===== config.mk =====
export PLATFORM = sky130hd
export DESIGN_NAME = waveform_capture
export DESIGN_NICKNAME = d
export VERILOG_FILES = /design/src/rtl/waveform_capture_pkg.sv /design/src/rtl/waveform_capture_peak_decimator.sv /design/src/rtl/waveform_capture.sv
export SDC_FILE = /design/constraint.sdc
export NUM_CORES = 1
export LEC_CHECK = 0
export BUFFER_PORTS_ARGS = -buffer_cell sky130_fd_sc_hd__buf_4
export CAP_MARGIN = 30
export CORE_UTILIZATION = 35
export DETAILED_ROUTE_END_ITERATION = 12
export RECOVER_POWER = 25
export SYNTH_ARGS = -nofsm -noshare
export SYNTH_HDL_FRONTEND = slang
export SYNTH_SLANG_ARGS = --single-unit

===== constraint.sdc =====
create_clock -name clk -period 2.25 [get_ports clk]
set_input_delay 0.1125 -clock clk [delete_from_list [all_inputs] [get_ports clk]]
set_output_delay 0.1125 -clock clk [all_outputs]
set_load 0.005 [all_outputs]

===== src/rtl/waveform_capture_pkg.sv =====
// -----------------------------------------------------------------------------
// waveform_capture_pkg
// Constants shared by the waveform write side and the display reader: the
// circular buffer geometry, the sample width, the capture state encoding,
// and a small unsigned-max helper.
// -----------------------------------------------------------------------------
package waveform_capture_pkg;

  // Circular waveform buffer: one stored sample per screen column.
  localparam int WF_DEPTH  = 1024;
  localparam int WF_ADDR_W = 10;

  // Heart-signal sample width.
  localparam int SAMPLE_W = 8;

  typedef logic [SAMPLE_W-1:0] sample_t;

  // Capture state encoding. The display side decodes these same values.
  localparam logic [1:0] ST_FILL   = 2'd0;
  localparam logic [1:0] ST_RUN    = 2'd1;
  localparam logic [1:0] ST_FROZEN = 2'd2;

  // Unsigned peak of two samples.
  function automatic sample_t max_u8(input sample_t a, input sample_t b);
    return (a > b) ? a : b;
  endfunction

endpackage


===== src/rtl/waveform_capture_peak_decimator.sv =====
// -----------------------------------------------------------------------------
// waveform_capture_peak_decimator
// Peak-decimates the sample stream: every DECIMATE accepted samples produce
// one commit carrying the largest value seen in that window.
//
// Ports:
//   clk            system clock
//   reset          asynchronous, active-high reset
//   i_en           accept samples this cycle (capture not frozen)
//   i_clear        discard the partial window on this edge
//   i_sample_valid one-cycle sample strobe
//   i_sample_in    unsigned sample value
//   o_commit       this cycle's strobe completes a window (combinational)
//   o_commit_data  peak of the completed window (valid with o_commit)
// -----------------------------------------------------------------------------
module waveform_capture_peak_decimator
  import waveform_capture_pkg::*;
#(
  parameter int DECIMATE = 4
) (
  input  logic    clk,
  input  logic    reset,
  input  logic    i_en,
  input  logic    i_clear,
  input  logic    i_sample_valid,
  input  sample_t i_sample_in,
  output logic    o_commit,
  output sample_t o_commit_data
);

  // Index of the last sample in a window. The counter never passes it, so an
  // equality test is enough; with DECIMATE=1 every strobe commits.
  localparam logic [7:0] LAST_IDX = 8'(DECIMATE - 1);

  logic [7:0] r_dec_cnt;
  sample_t    r_acc;

  logic    w_take;
  logic    w_more;
  sample_t w_peak;

  assign w_take = i_en & i_sample_valid;
  assign w_more = (r_dec_cnt != LAST_IDX);
  assign w_peak = max_u8(r_acc, i_sample_in);

  // The commit is reported in the strobe cycle itself; the top registers it,
  // which gives the one-cycle write latency. It does not depend on i_clear,
  // so a window completing as freeze arrives is still written.
  assign o_commit      = w_take & ~w_more;
  assign o_commit_data = w_peak;

  // NOTE: sequential state uses non-blocking assignments so every flop
  // samples pre-edge values, independent of block ordering.
  always_ff @(posedge clk or posedge reset) begin
    if (reset) begin
      r_dec_cnt <= '0;
      r_acc     <= '0;
    end else if (i_clear) begin
      r_dec_cnt <= '0;
      r_acc     <= '0;
    end else if (w_take) begin
      if (w_more) begin
        r_acc     <= w_peak;
        r_dec_cnt <= r_dec_cnt + 8'd1;
      end else begin
        r_acc     <= '0;
        r_dec_cnt <= '0;
      end
    end
  end

endmodule


===== src/rtl/waveform_capture.sv =====
// -----------------------------------------------------------------------------
// waveform_capture
// Write side of the scrolling waveform display. Peak-decimates the incoming
// sample stream, writes decimated samples into a circular dual-port BRAM and,
// at each frame start, publishes the oldest-sample address so the reader
// fetches column hcount at (frame_base_adr + hcount) mod DEPTH without tearing.
//
// Ports:
//   clk            system clock
//   reset          asynchronous, active-high reset
//   sample_in      unsigned sample value
//   sample_valid   one-cycle sample strobe
//   freeze         level; high stops writing and holds the buffer
//   vsync          VGA frame sync; rising edge is the frame boundary
//   bram_we        single-cycle BRAM write enable
//   bram_wr_adr    BRAM write address
//   bram_wr_data   BRAM write data
//   frame_base_adr oldest-sample address, stable for the whole frame
//   fill_level     samples stored, saturating at DEPTH
//   wrapped        buffer has filled at least once
//   frozen         capture is in the FROZEN state
// -----------------------------------------------------------------------------
module waveform_capture
  import waveform_capture_pkg::*;
#(
  parameter int DEPTH    = WF_DEPTH,
  parameter int ADDR_W   = WF_ADDR_W,
  parameter int DECIMATE = 4
) (
  input  logic              clk,
  input  logic              reset,
  input  logic [SAMPLE_W-1:0] sample_in,
  input  logic              sample_valid,
  input  logic              freeze,
  input  logic              vsync,
  output logic              bram_we,
  output logic [ADDR_W-1:0] bram_wr_adr,
  output logic [SAMPLE_W-1:0] bram_wr_data,
  output logic [ADDR_W-1:0] frame_base_adr,
  output logic [ADDR_W:0]   fill_level,
  output logic              wrapped,
  output logic              frozen
);

  localparam logic [ADDR_W-1:0] LAST_ADR = ADDR_W'(DEPTH - 1);
  localparam logic [ADDR_W:0]   FULL_LVL = (ADDR_W + 1)'(DEPTH);

  logic [1:0]          r_state;
  logic                r_frozen;
  logic [ADDR_W-1:0]   r_wr_ptr;
  logic [ADDR_W:0]     r_fill_level;
  logic                r_wrapped;
  logic                r_vsync_d;
  logic [ADDR_W-1:0]   r_frame_base;
  logic                r_bram_we;
  logic [ADDR_W-1:0]   r_bram_adr;
  sample_t             r_bram_data;

  logic       w_active;
  logic       w_clear;
  logic       w_commit;
  sample_t    w_commit_data;
  logic       w_wrap_hit;
  logic       w_vsync_rise;
  logic [1:0] w_state_nxt;

  // Samples are accepted in FILL and RUN. The partial window is dropped on
  // the edge freeze is first seen and held empty for the whole freeze.
  assign w_active = (r_state != ST_FROZEN);
  assign w_clear  = ~w_active | freeze;

  waveform_capture_peak_decimator #(
    .DECIMATE (DECIMATE)
  ) u_peak_decimator (
    .clk            (clk),
    .reset          (reset),
    .i_en           (w_active),
    .i_clear        (w_clear),
    .i_sample_valid (sample_valid),
    .i_sample_in    (sample_in),
    .o_commit       (w_commit),
    .o_commit_data  (w_commit_data)
  );

  // The write landing on the last address is what first fills the buffer.
  assign w_wrap_hit   = w_commit & (r_wr_ptr == LAST_ADR);
  assign w_vsync_rise = vsync & ~r_vsync_d;

  // NOTE: every signal written in always_comb gets a default first, so no
  // path through the case leaves it unassigned and infers a latch.
  always_comb begin
    w_state_nxt = r_state;
    case (r_state)
      ST_FILL: begin
        if (freeze)          w_state_nxt = ST_FROZEN;
        else if (w_wrap_hit) w_state_nxt = ST_RUN;
      end
      ST_RUN: begin
        if (freeze) w_state_nxt = ST_FROZEN;
      end
      ST_FROZEN: begin
        // No write can land while frozen, so r_wrapped is already current.
        if (!freeze) w_state_nxt = r_wrapped ? ST_RUN : ST_FILL;
      end
      default: w_state_nxt = ST_FILL;
    endcase
  end

  always_ff @(posedge clk or posedge reset) begin
    if (reset) begin
      r_state  <= ST_FILL;
      r_frozen <= 1'b0;
    end else begin
      r_state  <= w_state_nxt;
      r_frozen <= (w_state_nxt == ST_FROZEN);
    end
  end

  // Write port: the commit strobe becomes a one-cycle pulse at the old
  // pointer while the pointer advances on the same edge.
  always_ff @(posedge clk or posedge reset) begin
    if (reset) begin
      r_bram_we    <= 1'b0;
      r_bram_adr   <= '0;
      r_bram_data  <= '0;
      r_wr_ptr     <= '0;
      r_fill_level <= '0;
      r_wrapped    <= 1'b0;
    end else begin
      r_bram_we <= w_commit;
      if (w_commit) begin
        r_bram_adr  <= r_wr_ptr;
        r_bram_data <= w_commit_data;
        r_wr_ptr    <= r_wr_ptr + ADDR_W'(1);
        if (r_fill_level != FULL_LVL) begin
          r_fill_level <= r_fill_level + (ADDR_W + 1)'(1);
        end
        if (w_wrap_hit) begin
          r_wrapped <= 1'b1;
        end
      end
    end
  end

  // Frame base: sampled from the pre-increment pointer, so a write on the
  // same edge only shows up in the next frame. Before the first wrap the
  // oldest sample is always at address 0.
  always_ff @(posedge clk or posedge reset) begin
    if (reset) begin
      r_vsync_d    <= 1'b0;
      r_frame_base <= '0;
    end else begin
      r_vsync_d <= vsync;
      if (w_vsync_rise) begin
        r_frame_base <= r_wrapped ? r_wr_ptr : '0;
      end
    end
  end

  assign bram_we        = r_bram_we;
  assign bram_wr_adr    = r_bram_adr;
  assign bram_wr_data   = r_bram_data;
  assign frame_base_adr = r_frame_base;
  assign fill_level     = r_fill_level;
  assign wrapped        = r_wrapped;
  assign frozen         = r_frozen;

endmodule


# After elaboration in Yosys (flattened, before gate mapping)
# Cells that the tools add are included.
dict set report word_totals {
  regBits 71
  word_cells 49
  in_bits 13
  mem_count 0
  romBits 0
  latch_bits 0
  output_inout_bits 42
  ramBits 0
}
dict set report op_classes {
  shifts 0
  div 0
  bitwise_logic 8
  n_eq_ne 7
  addsub 3
  mul 0
  muxes 14
  order_cmp 1
  reduce_logical 4
}
# op n
set ops {}
lappend ops {{$mux W8} 7}
lappend ops {{$add A11 B1 Y11 const B} 1}
lappend ops {{$ne A11 B11 Y1 const B} 1}
lappend ops {{$add A10 B1 Y10 const B} 1}
lappend ops {{$eq A10 B10 Y1 const B} 1}
lappend ops {{$mux W10} 1}
lappend ops {{$add A8 B1 Y8 const B} 1}
lappend ops {{$gt A8 B8 Y1} 1}
lappend ops {{$mux W2} 4}
lappend ops {{$ne A8 B2 Y1 const B} 1}
lappend ops {{$pmux W2 S3} 1}
lappend ops {{$and A1 B1 Y1} 4}
lappend ops {{$eq A2 B2 Y1 const B} 2}
lappend ops {{$reduce_and A2 Y1} 2}
lappend ops {{$not A1 Y1} 3}
lappend ops {{$eq A2 B1 Y1 const B} 1}
lappend ops {{$logic_not A2 Y1} 1}
lappend ops {{$ne A2 B2 Y1 const B} 1}
lappend ops {{$reduce_bool A2 Y1} 1}
lappend ops {{$mux W1} 1}
lappend ops {{$or A1 B1 Y1} 1}

# Depth between registers and ports, before layout
# Gate-level depths: netlist of the first run.
dict set report depth {
  depth_word 8
  ltp_mapped 8
  depth_no_buf 7
}

# Cells and area by module
# From an unflattened synthesis of the first run, not the netlist that was laid out.
dict set report unflattened {
  cells_unflattened 289
  area_unflattened_um2 3329.4
}
# mod n_inst cells_each area_each_um2
set by_module_without_submodules {}
lappend by_module_without_submodules {waveform_capture 1 182 2242.2}
lappend by_module_without_submodules {waveform_capture_peak_decimator 1 107 1087.3}

# Worst setup path after synthesis of the first run
# OpenSTA, ideal clock, no wires.
dict set report synth_timing {
  path_kind {register to register}
  start {register u_peak_decimator.r_acc[1]}
  end {register u_peak_decimator.r_acc[0]}
  path_stages_with_launch 7
  path_slack_ns 0.063
  arrival_time_ns 2.028
  cell_sequence {dfrtp_1 ha_1 nor2b_1 o211ai_1 a21oi_1 nor4_1 o32ai_1}
}
dict set report synth_via {
  elab_chain_len 5
}
# element line
set synth_rtl {}
lappend synth_rtl {{from (decl)} waveform_capture_peak_decimator.sv:36} ;# sample_t r_acc;
lappend synth_rtl {{from (signal assigned)} waveform_capture_peak_decimator.sv:63} ;# r_acc <= w_peak;
lappend synth_rtl {{$gt A8 B8 Y1} waveform_capture_pkg.sv:25} ;# return (a > b) ? a : b;
lappend synth_rtl {{$mux W8} waveform_capture_pkg.sv:25}
lappend synth_rtl {{$mux W8} waveform_capture_peak_decimator.sv:62} ;# if (w_more) begin
lappend synth_rtl {{$mux W8} waveform_capture_peak_decimator.sv:61} ;# end else if (w_take) begin
lappend synth_rtl {{$mux W8} waveform_capture_peak_decimator.sv:58} ;# end else if (i_clear) begin
# Every way passes these cells. The select of a mux whose other input is x is not followed.
# A chain may end at the register's enable or synchronous reset.

# Final worst setup path of the first run
dict set report layout_timing {
  start {register u_peak_decimator.r_dec_cnt[0]}
  end {register r_fill_level[3], in the netlist fill_level[3]}
}
dict set report layout_via {
  elab_chain_len 4
}
# element line
set layout_rtl {}
lappend layout_rtl {{from (decl)} waveform_capture_peak_decimator.sv:35} ;# logic [7:0] r_dec_cnt;
lappend layout_rtl {{from (signal assigned)} waveform_capture_peak_decimator.sv:64} ;# r_dec_cnt <= r_dec_cnt + 8'd1;
lappend layout_rtl {{$ne A8 B2 Y1} waveform_capture_peak_decimator.sv:43} ;# assign w_more = (r_dec_cnt != LAST_IDX);
lappend layout_rtl {{$not A1 Y1} waveform_capture_peak_decimator.sv:49} ;# assign o_commit = w_take & ~w_more;
lappend layout_rtl {{$and A1 B1 Y1} waveform_capture_peak_decimator.sv:49}
lappend layout_rtl {{$reduce_and A2 Y1 (no line)} n/a}
lappend layout_rtl {{to (signal assigned)} waveform_capture.sv:136} ;# r_fill_level <= r_fill_level + (ADDR_W + 1)'(1);
lappend layout_rtl {{to (decl)} waveform_capture.sv:51} ;# logic [ADDR_W:0] r_fill_level;
# Every way passes these cells.

==> summary.md, run 1 <==
| Metric | Value |
|---|---|
| Tot Pwr | `2.72 mW` |
| Number of diodes | `0` |
| Final hold violations | `0` |
| Clock slew at reported path FFs | `0.09 ns` |
| Via count | `2625` |
| EDFF count, synth | `0` |
| CP required | `2.48 ns` |
| FMAX | `0.456 GHz` |
| Crit Path Max Fanout | `8` |
| Total length of routed met2 wires | `3.37 mm` |
| Cell total after placement | `507` |
| Synth Warn # | `0` |
| Critical Path Source Type | `flop` |
| Synth Area in Compound Gates | `0.133` |
| PnR worst setup slack | `0.0583 ns` |
| Share of flip-flops with an asynchronous set or reset | `1.00` |
| R2r setup slk | `0.06 ns` |
| Synth Area in XOR/XNOR | `0.0625` |
| Fin util | `0.469` |
| DR WL met3 | `256 um` |
| TritonCTS Sinks | `71` |
| Area delta synth->final | `29.5%` |
| Max Cap Viol | `0` |
| Share of cells above drive strength 1 | `0.287` |
| Slew @ Worst Pin | `0.895 ns` |
| Synth top area share | `0.529` |
| Die area | `0.0100 mm2` |
| Simple-gate share of the synthesized area | `0.152` |
| Maximum vdd drop | `0.285 mV` |
| Setup TNS | `0 ns` |
| Starting Density | `0.362` |
| Crit path to | `fill_level[3]` |
| Tmin final | `2.19 ns` |
| Run status | `finished clean` |
| Total power per unit cell area | `624 mW/mm2` |
| DRT met1 WL | `3.46 mm` |
| H-tree levels | `3` |
| Syn_nets | `335` |
| Cell area after synthesis | `0.00336 mm2` |
| Cell Rows | `35` |
| Kind of critical path | `reg -> reg` |
| Num ports | `55` |
| CTS root buf | `clkbuf_8` |
| DRT antenna net count | `0` |
| CORE AREA | `0.00928 mm2` |
| Post-DR wirelength/cell | `13.6 um` |
| Synthesized-area fraction occupied by adder cells | `0.0447` |
| Nets | `421` |
| HPWL Detailed | `5.13 mm` |
| Max Slew Vio Count | `0` |
| Via density per instance | `4.95` |
| CP endpoint kind | `flop` |
| Clk_skew | `0.0143 ns` |
| Post-route DRC violation count | `0` |
| Worst reg-to-reg path cell count | `7` |
| Worst-skew pair later-pin latency | `0.35 ns` |
| Mapped Cells | `310` |
| Pleak | `2.06 nW` |
| Filler cells | `895` |
| Die height | `100 um` |
| First-pass GRT wire length | `12.1 mm` |
| Vias in the first global route | `2547` |
| Flop and latch count out of synthesis | `71` |
| Maximum clock path buffer count | `2` |
| Drt pass-1 iters | `4` |
| Reg2reg end | `fill_level[3]` |
| Pin count of the biggest net entering global routing | `31` |
| Crit path launch | `u_peak_decimator.r_dec_cnt[0]` |
| Mux cell area share after synthesis | `0.0436` |
| PortBufs | `54` |
| Largest cells by area after synthesis | `dfrtp_1, nand2_1, ha_1` |
| Synth Flop Type | `dfrtp_1` |
| Worst min path class | `in -> reg` |
| Total global routing overflow | `0` |
| Yosys cell types | `41` |
| Pre-CTS WS | `0.0280 ns` |
| R2r startpoint | `u_peak_decimator.r_dec_cnt[0]` |
| Max Used Layer | `met4` |
| Gr usage total | `0.154` |
| Number of CTS-inserted buffers | `9` |
| Setup-failing EPs final | `0` |
| Routability cong. | `0.843` |
| Worst relative slew slack | `0.403` |
| Mean Syn Cell Area | `10.8 um2` |
| CP arrival | `2.42 ns` |
| Largest family of logic cells by synthesized area | `simple AND/OR/NAND/NOR gates` |
| Antenna violations before repair | `0` |
| Sequential cell area fraction in the yosys report | `0.529` |
| Post-Route WL | `7.22 mm` |
| Finished Layout Cells | `530` |
| Tcrit/Tclk final | `0.974` |
| CTS tree | `built` |
| Iter 0 DRT Violations | `32` |
| Cell accounting for the most synthesized area | `dfrtp_1` |
| Die X | `100 um` |
[cells by family after synthesis]
group,count (synthesis)
and+or+nand+nor,102
DFF,71
AOI/OAI and AO/OA,60
buffers and inverters,28
xor gates and xnor gates,24
muxes,13
adders and majority gates,12
[critical path, cell delays in order, from the launching register on]
cell and delay [ns]:
dfrtp_1 0.37, ha_1 0.17, or4b_4 0.48, and4bb_2 0.37, buf_12 0.13, nand4_1 0.22
buf_4 0.22, xnor2_1 0.11
[metrics by stage]
| stage | area, um2 | hold WS, ns |
|---|---|---|
| 2_1_floorplan | 3360 | 0.144 |
| 3_3_place_gp | 4060 | 0.167 |
| 3_5_place_dp | 4060 | 0.177 |
| 4_1_cts | 4320 | 0.0356 |
| 5_1_grt | 4350 | 0.0479 |
| 6_report | 4350 | 0.0401 |
[cells in the mapped netlist, drive strengths merged, types with 2 or more instances]
cell    number
ha          12
a21o         2
buf          5
nor2        17
mux2        13
clkbuf       4
and2         2
nand2       41
nor4         3
xnor2       15
o22a         8
inv         19
nor2b        3
and3         6
nand2b       2
a21boi       2
o211ai       2
nand3        5
xor2         9
dfrtp       71
o311ai       8
nand4       11
o32ai        8
a21oi        3
a211oi      11
nor3         7
o21ai       12
[state kept, by name, summed over array words and instances, names as in the netlist]
register                    count
bram_we                         1
bram_wr_data                    8
frozen                          1
fill_level                     11
r_wr_ptr                       10
r_state                         2
u_peak_decimator.r_acc          8
frame_base_adr                 10
bram_wr_adr                    10
r_vsync_d                       1
u_peak_decimator.r_dec_cnt      8
wrapped                         1
[worst min path at each step]
stage / slack (ns) / from / endpoint / cells past startpoint
detailed placement: 0.18 / reset / bram_wr_data[5] / 2
global route: 0.05 / sample_in[2] / u_peak_decimator.r_acc[2] / 3
finish: 0.04 / sample_in[2] / u_peak_decimator.r_acc[2] / 3
global placement: 0.17 / reset / bram_wr_data[6] / 2
floorplan: 0.14 / vsync / r_vsync_d / 0
CTS: 0.04 / sample_in[2] / u_peak_decimator.r_acc[2] / 3
[where the power goes]
part	switching (mW)	internal [mW]
Sequential	0.0230	1.30
Combinational	0.113	0.0989
Clock	0.540	0.638
[cells in the final DEF, fill, tap and decap left out, types with 11 or more instances in the layout]
| cell | count |
|---|---|
| a211oi_1 | 11 |
| buf_4 | 55 |
| clkbuf_4 | 23 |
| dfrtp_1 | 71 |
| ha_1 | 12 |
| inv_1 | 19 |
| mux2_2 | 13 |
| nand2_1 | 41 |
| nor2_1 | 16 |
| o21ai_0 | 11 |
| xnor2_1 | 15 |
[per-layer routing]
metal / up-vias / GRT usage
met3: 12 / 0.0320
met1: 1267 / 0.206
li1: 1291 / -
met5: - / 0
met2: 55 / 0.244
met4: 0 / 0.0647
[layout make-up]
cell class                 count  area, um2  area share
clock buffer                   9        124      0.0285
clock inverter                 7        103      0.0236
inverter                      19       71.3      0.0164
multi-input combinational    211       1470       0.338
sequential                    71       1780       0.408
tap                          129        161      0.0371
timing repair buffer          84        644       0.148
[what timing repair did]
item	4_1_cts	5_1_grt
hold buffers	3	0
setup endpoints to repair	0	10
setup buffers	0	4
hold endpoints to repair	24	0
gates resized for setup	0	2
(Power assumes the default switching activity.)
==> run 2, diff against run 1 <==
--- a/config.mk
+++ b/config.mk
@@ -9,4 +9,5 @@
 export CAP_MARGIN = 30
 export CORE_UTILIZATION = 35
+export CTS_BUF_LIST = sky130_fd_sc_hd__clkbuf_2
 export DETAILED_ROUTE_END_ITERATION = 12
 export RECOVER_POWER = 25
==> constraint.sdc (replaced) <==
create_clock -name clk -period 2.25 [get_ports clk]
set_input_delay 0.45 -clock clk [delete_from_list [all_inputs] [get_ports clk]]
set_output_delay 0.45 -clock clk [all_outputs]
set_load 0.005 [all_outputs]
==> run 2 against run 1 <==
Effect of this change:
- global-route usage up 0.62 points
- highest routed layer unchanged
- power down 20%
- flip-flop and latch count unchanged
- final cell count down 0.94%
- critical endpoint is now fill_level[7]
- design area down 3.6%
- critical path depth unchanged
- clock skew up 0.0088 ns
- fmax up 2.8%
- core utilization down 1.7 points
- die area unchanged
- worst setup slack better by 0.060 ns
==> summary.md, run 2 (synthesis gave the netlist of run 1 again) <==
| Metric | Value |
|---|---|
| Run status | `finished clean` |
| Maximum vdd drop | `0.345 mV` |
| Tcrit/Tclk final | `0.947` |
| Worst hold slack | `0.124 ns` |
| Post-Route WL | `7.38 mm` |
| Pleak | `1.99 nW` |
| Crit path to | `fill_level[7]` |
| Total global routing overflow | `0` |
| Logic pwr share | `0.096` |
| First-pass GRT wire length | `12.5 mm` |
| Total power per unit cell area | `516 mW/mm2` |
| Switching pwr | `617 uW` |
| Clock power frac | `0.289` |
| Share of cells above drive strength 1 | `0.288` |
| Vias in the first global route | `2610` |
| Starting Density | `0.362` |
| Number of CTS-inserted buffers | `9` |
| Sw Ratio | `0.285` |
| Worst relative slew slack | `0.323` |
| Crit Path Max Fanout | `7` |
| Via count | `2590` |
| Reg2reg end | `fill_level[7]` |
| Hold Path Cell Cnt | `2` |
| Cell Rows | `35` |
| H-tree levels | `3` |
| Setup TNS | `0 ns` |
| Worst reg-to-reg path cell count | `7` |
| Worst min path class | `in -> reg` |
| Commonest non-fill, non-tap cell in the layout | `buf_4` |
| Routability cong. | `0.819` |
| Via density per instance | `4.93` |
| Tot Pwr | `2.17 mW` |
| Max Cap Viol | `0` |
| Number of diodes | `0` |
| PortBufs | `54` |
| Pre-CTS WS | `-0.0424 ns` |
| Drt pass-1 iters | `4` |
| CTS root buf | `clkbuf_2` |
| Critical Path Source Type | `flop` |
| R2r setup slk | `0.12 ns` |
| Die area | `0.0100 mm2` |
| R2r startpoint | `u_peak_decimator.r_dec_cnt[1]` |
| CORE AREA | `0.00928 mm2` |
| Sequential share of power | `0.615` |
| Setup-failing EPs final | `0` |
| Max Slew Vio Count | `0` |
| Internal Pwr Total | `1.55 mW` |
| Post-route DRC violation count | `0` |
| Crit path launch | `u_peak_decimator.r_dec_cnt[1]` |
| DRT antenna net count | `0` |
| TritonCTS Sinks | `71` |
| Nets | `416` |
| Area delta synth->final | `24.8%` |
| Pin count of the biggest net entering global routing | `27` |
| PnR worst setup slack | `0.119 ns` |
| CP arrival | `2.57 ns` |
| CP required | `2.69 ns` |
| Post-DR wirelength/cell | `14.1 um` |
| Max FFs per register | `11` |
| Final hold violations | `0` |
| Kind of critical path | `reg -> reg` |
| HPWL Detailed | `5.28 mm` |
| Clock slew at reported path FFs | `0.20 ns` |
| Worst Hold Launch | `freeze` |
| Antenna violations before repair | `0` |
| Iter 0 DRT Violations | `84` |
| Clk_skew | `0.0231 ns` |
| Worst-skew pair later-pin latency | `0.51 ns` |
| Most frequent cells in the layout | `buf_4, dfrtp_1, nand2_1, inv_1, nor2_1` |
| Slew @ Worst Pin | `1.02 ns` |
| RSZ-0062 raised after global routing | `false` |
| Maximum clock path buffer count | `2` |
| Gr usage total | `0.160` |
| FMAX | `0.469 GHz` |
| CTS tree | `built` |
| Tmin final | `2.13 ns` |
| CP endpoint kind | `flop` |
| Die height | `100 um` |
| Num ports | `55` |
| Die X | `100 um` |
[run 2: cell count changes in the layout (fill, tap and decap cells not counted), moves of 2 or more]
cell,change
clkbuf_4,-21
buf_4,+18
clkbuf_2,+10
clkbuf_8,-9
inv_6,-3
bufinv_16,-2
clkinv_4,+2
[run 2: critical path, cell delays in order, from the launching register on]
cell and delay [ns]:
dfrtp_1 0.41, ha_2 0.18, or4b_4 0.47, and4bb_2 0.36, buf_12 0.13, nand4_1 0.20
nor2_1 0.19, xor2_1 0.16
[run 2: how the worst min path moves through the flow]
stage                              to  slack [ns]
floorplan                  r_state[0]        0.47
finish                     r_state[0]        0.12
global route               r_state[0]        0.05
detailed placement  frame_base_adr[0]        0.47
CTS                        r_state[0]        0.08
global placement    frame_base_adr[9]        0.46
[run 2: routing by layer]
layer	vias to the layer above	GRT usage	wire length (um)
li1	1272	-	-
met1	1249	0.203	3340
met2	62	0.267	3640
met3	7	0.0453	330
met4	0	0.0502	74
met5	-	0	0
[run 2: timing repair]
| item | CTS | global route |
|---|---|---|
| endpoints found under the setup margin | 7 | 11 |
| gates cloned | 0 | 0 |
| gates resized for setup | 1 | 3 |
| buffers inserted | 0 | 5 |
| pin swaps | 0 | 3 |
| hold buffers | 2 | 0 |
| endpoints found under the hold margin | 24 | 0 |
[run 2: through the flow]
stage                      util  cells  cell area, um2
after floorplan               -    310            3370
after global placement    0.436    502            4040
after detailed placement  0.436    502            4040
after CTS                 0.449    520            4160
after global routing      0.452    525            4200
final                     0.452    525            4200
[run 2: cell type report]
type / count / area, um2
Multi-Input combinational cell: 211 / 1480
Clock buffer: 9 / 45.0
Fill cell: 903 / 5090
Clock inverter: 7 / 50.0
Timing Repair Buffer: 79 / 608
Tap cell: 129 / 161
Inverter: 19 / 71.3
Sequential cell: 71 / 1780
[run 2: power by group through the flow]
| stage | sequential, mW | combinational, mW | clock [mW] |
|---|---|---|---|
| finish | 1.33 | 0.209 | 0.625 |
| global route | 1.34 | 0.236 | 0.720 |
| CTS | 1.33 | 0.213 | 0.664 |
| detailed placement | 1.35 | 0.209 | 0 |
| global placement | 1.35 | 0.206 | 0 |
| floorplan | 1.35 | 0.106 | 0 |
==> run 3, diff against run 2 <==
==> constraint.sdc (replaced) <==
create_clock -name clk -period 2.25 [get_ports clk]
set_input_delay 0.1125 -clock clk [delete_from_list [all_inputs] [get_ports clk]]
set_output_delay 0.1125 -clock clk [all_outputs]
set_load 0.005 [all_outputs]
==> run 3 against run 2 <==
Effect of this change:
- clock-buffer cell count stayed put
- combinational power grew 8%
- via count up 2.8%
- core utilization rose by 1.8 points
- clock power increased by 43%
- sequential share of layout area fell by 1.7 points
- first-iteration DRC count is 29% lower
- sequential power hardly changed
- design area increased by 4.1%
- critical path depth unchanged
- clock skew grew 0.0070 ns
- worst setup slack worse by 0.057 ns
- largest cell class unchanged
- largest power group unchanged
==> summary.md, run 3 (synthesis gave the netlist of run 1 again) <==
| Metric | Value |
|---|---|
| Tmin final | `2.19 ns` |
| Commonest non-fill, non-tap cell in the layout | `buf_4` |
| Gr usage total | `0.156` |
| Worst path cell trace | `ha_1 -> or4b_4 -> and4bb_4 -> buf_12 -> nand4_1 -> buf_4 -> xnor2_1` |
| Die height | `100 um` |
| RSZ-0062 raised after global routing | `false` |
| Drt pass-1 iters | `4` |
| Internal Pwr Total | `1.80 mW` |
| Post-route DRC violation count | `0` |
| PortBufs | `54` |
| Area delta synth->final | `29.9%` |
| Crit path launch | `u_peak_decimator.r_dec_cnt[0]` |
| Kind of critical path | `reg -> reg` |
| Antenna violations before repair | `0` |
| Most frequent cells in the layout | `buf_4, dfrtp_1, nand2_1, inv_1, nor2_1` |
| Worst Path Buf+Inv | `2` |
| Max Cap Viol | `0` |
| Max FFs per register | `11` |
| Die X | `100 um` |
| CP arrival | `2.59 ns` |
| Num ports | `55` |
| Nets | `430` |
| Critical path's top delay family | `simple AND/OR/NAND/NOR gates` |
| Slowest library cell on the worst path | `or4b_4` |
| Sw Ratio | `0.265` |
| Hold Path Cell Cnt | `2` |
| Clk_skew | `0.0301 ns` |
| Worst hold slack | `0.291 ns` |
| CORE AREA | `0.00928 mm2` |
| H-tree levels | `3` |
| Finished Layout Cells | `539` |
| Post-Route WL | `7.22 mm` |
| Total global routing overflow | `0` |
| TritonCTS Sinks | `71` |
| Clock power frac | `0.364` |
| Number of CTS-inserted buffers | `9` |
| Starting Density | `0.362` |
| Routability cong. | `0.843` |
| Worst min path class | `in -> reg` |
| Worst reg-to-reg path cell count | `7` |
| Slew @ Worst Pin | `0.894 ns` |
| Number of diodes | `0` |
| Total power per unit cell area | `560 mW/mm2` |
| Maximum clock path buffer count | `2` |
| Worst-skew pair later-pin latency | `0.52 ns` |
| Cell total after placement | `507` |
| Switching pwr | `648 uW` |
| Max Slew Vio Count | `0` |
| Worst relative slew slack | `0.403` |
| R2r startpoint | `u_peak_decimator.r_dec_cnt[0]` |
| Tcrit/Tclk final | `0.973` |
| Pleak | `2.08 nW` |
| CTS root buf | `clkbuf_2` |
| Vias in the first global route | `2593` |
| CP required | `2.65 ns` |
| Worst Hold Launch | `vsync` |
| Share of cells above drive strength 1 | `0.280` |
| Sequential share of power | `0.544` |
| Pin count of the biggest net entering global routing | `31` |
| Clock slew at reported path FFs | `0.20 ns` |
| Reg2reg end | `fill_level[3]` |
| CP endpoint kind | `flop` |
| Worst path max stage delay | `0.48 ns` |
| Hold-critical path endpoint | `r_vsync_d` |
| Run status | `finished clean` |
| Setup-failing EPs final | `0` |
| Critical Path Source Type | `flop` |
| First-pass GRT wire length | `12.1 mm` |
| Via density per instance | `4.94` |
| DRT antenna net count | `0` |
| R2r setup slk | `0.06 ns` |
| Logic pwr share | `0.092` |
| HPWL Detailed | `5.13 mm` |
| Via count | `2663` |
| FMAX | `0.457 GHz` |
| Final hold violations | `0` |
| Cell Rows | `35` |
| Post-DR wirelength/cell | `13.4 um` |
| CTS tree | `built` |
| Crit Path Max Fanout | `8` |
| Iter 0 DRT Violations | `60` |
| Die area | `0.0100 mm2` |
| Maximum vdd drop | `0.242 mV` |
run 3: cell types whose count changed in the layout (fill, tap and decap cells not counted), moves of 2 or more:
cell and delta:
dlygate4sd3_1 +10, inv_6 +3, bufinv_16 +2, clkinv_4 -2
run 3: how the worst max path moves through the flow:
stage	to	slack [ns]	cells after the start
floorplan	u_peak_decimator.r_acc[0]	0.06	6
global placement	u_peak_decimator.r_acc[0]	-0.32	6
detailed placement	fill_level[9]	0.03	7
CTS	fill_level[9]	0.004	7
global route	fill_level[3]	0.01	7
finish	fill_level[3]	0.06	7
run 3: through the flow:
step	cell area (um2)	total power [mW]	setup slack (ns)	utilization	setup TNS, ns
final	4370	2.45	0.0618	0.470	0
after global routing	4370	2.57	0.0101	0.470	0
after CTS	4330	2.49	0.00429	0.466	0
after detailed placement	4060	1.57	0.0280	0.437	0
after global placement	4060	1.56	-0.320	0.437	-2.53
after floorplan	3360	1.46	0.0627	-	0
run 3: final cells by class:
| cell class | count | area (um2) |
|---|---|---|
| Clock inverter | 7 | 103 |
| Timing Repair Buffer | 93 | 737 |
| Inverter | 19 | 71.3 |
| Tap cell | 129 | 161 |
| Fill cell | 897 | 4920 |
| Clock buffer | 9 | 45.0 |
| Multi-Input combinational cell | 211 | 1470 |
| Sequential cell | 71 | 1780 |
run 3: timing repair:
item / 4_1_cts / 5_1_grt
resized for setup: 0 / 4
setup buffers: 0 / 4
setup endpoints to repair: 0 / 11
hold buffers: 12 / 0
endpoints found under the hold margin: 42 / 0
run 3: power by group through the flow:
| stage | Clock, mW | Combinational [mW] | Sequential (mW) |
|---|---|---|---|
| final | 0.891 | 0.225 | 1.33 |
| after global routing | 0.985 | 0.251 | 1.34 |
| after CTS | 0.928 | 0.229 | 1.33 |
| after detailed placement | 0 | 0.212 | 1.35 |
| after global placement | 0 | 0.206 | 1.35 |
| after floorplan | 0 | 0.105 | 1.35 |
run 3: routing by layer:
layer | track usage | wire length (um)
met2 | 0.242 | 3350
met5 | 0 | 0
met4 | 0.0624 | 78
met3 | 0.0446 | 282
met1 | 0.205 | 3510
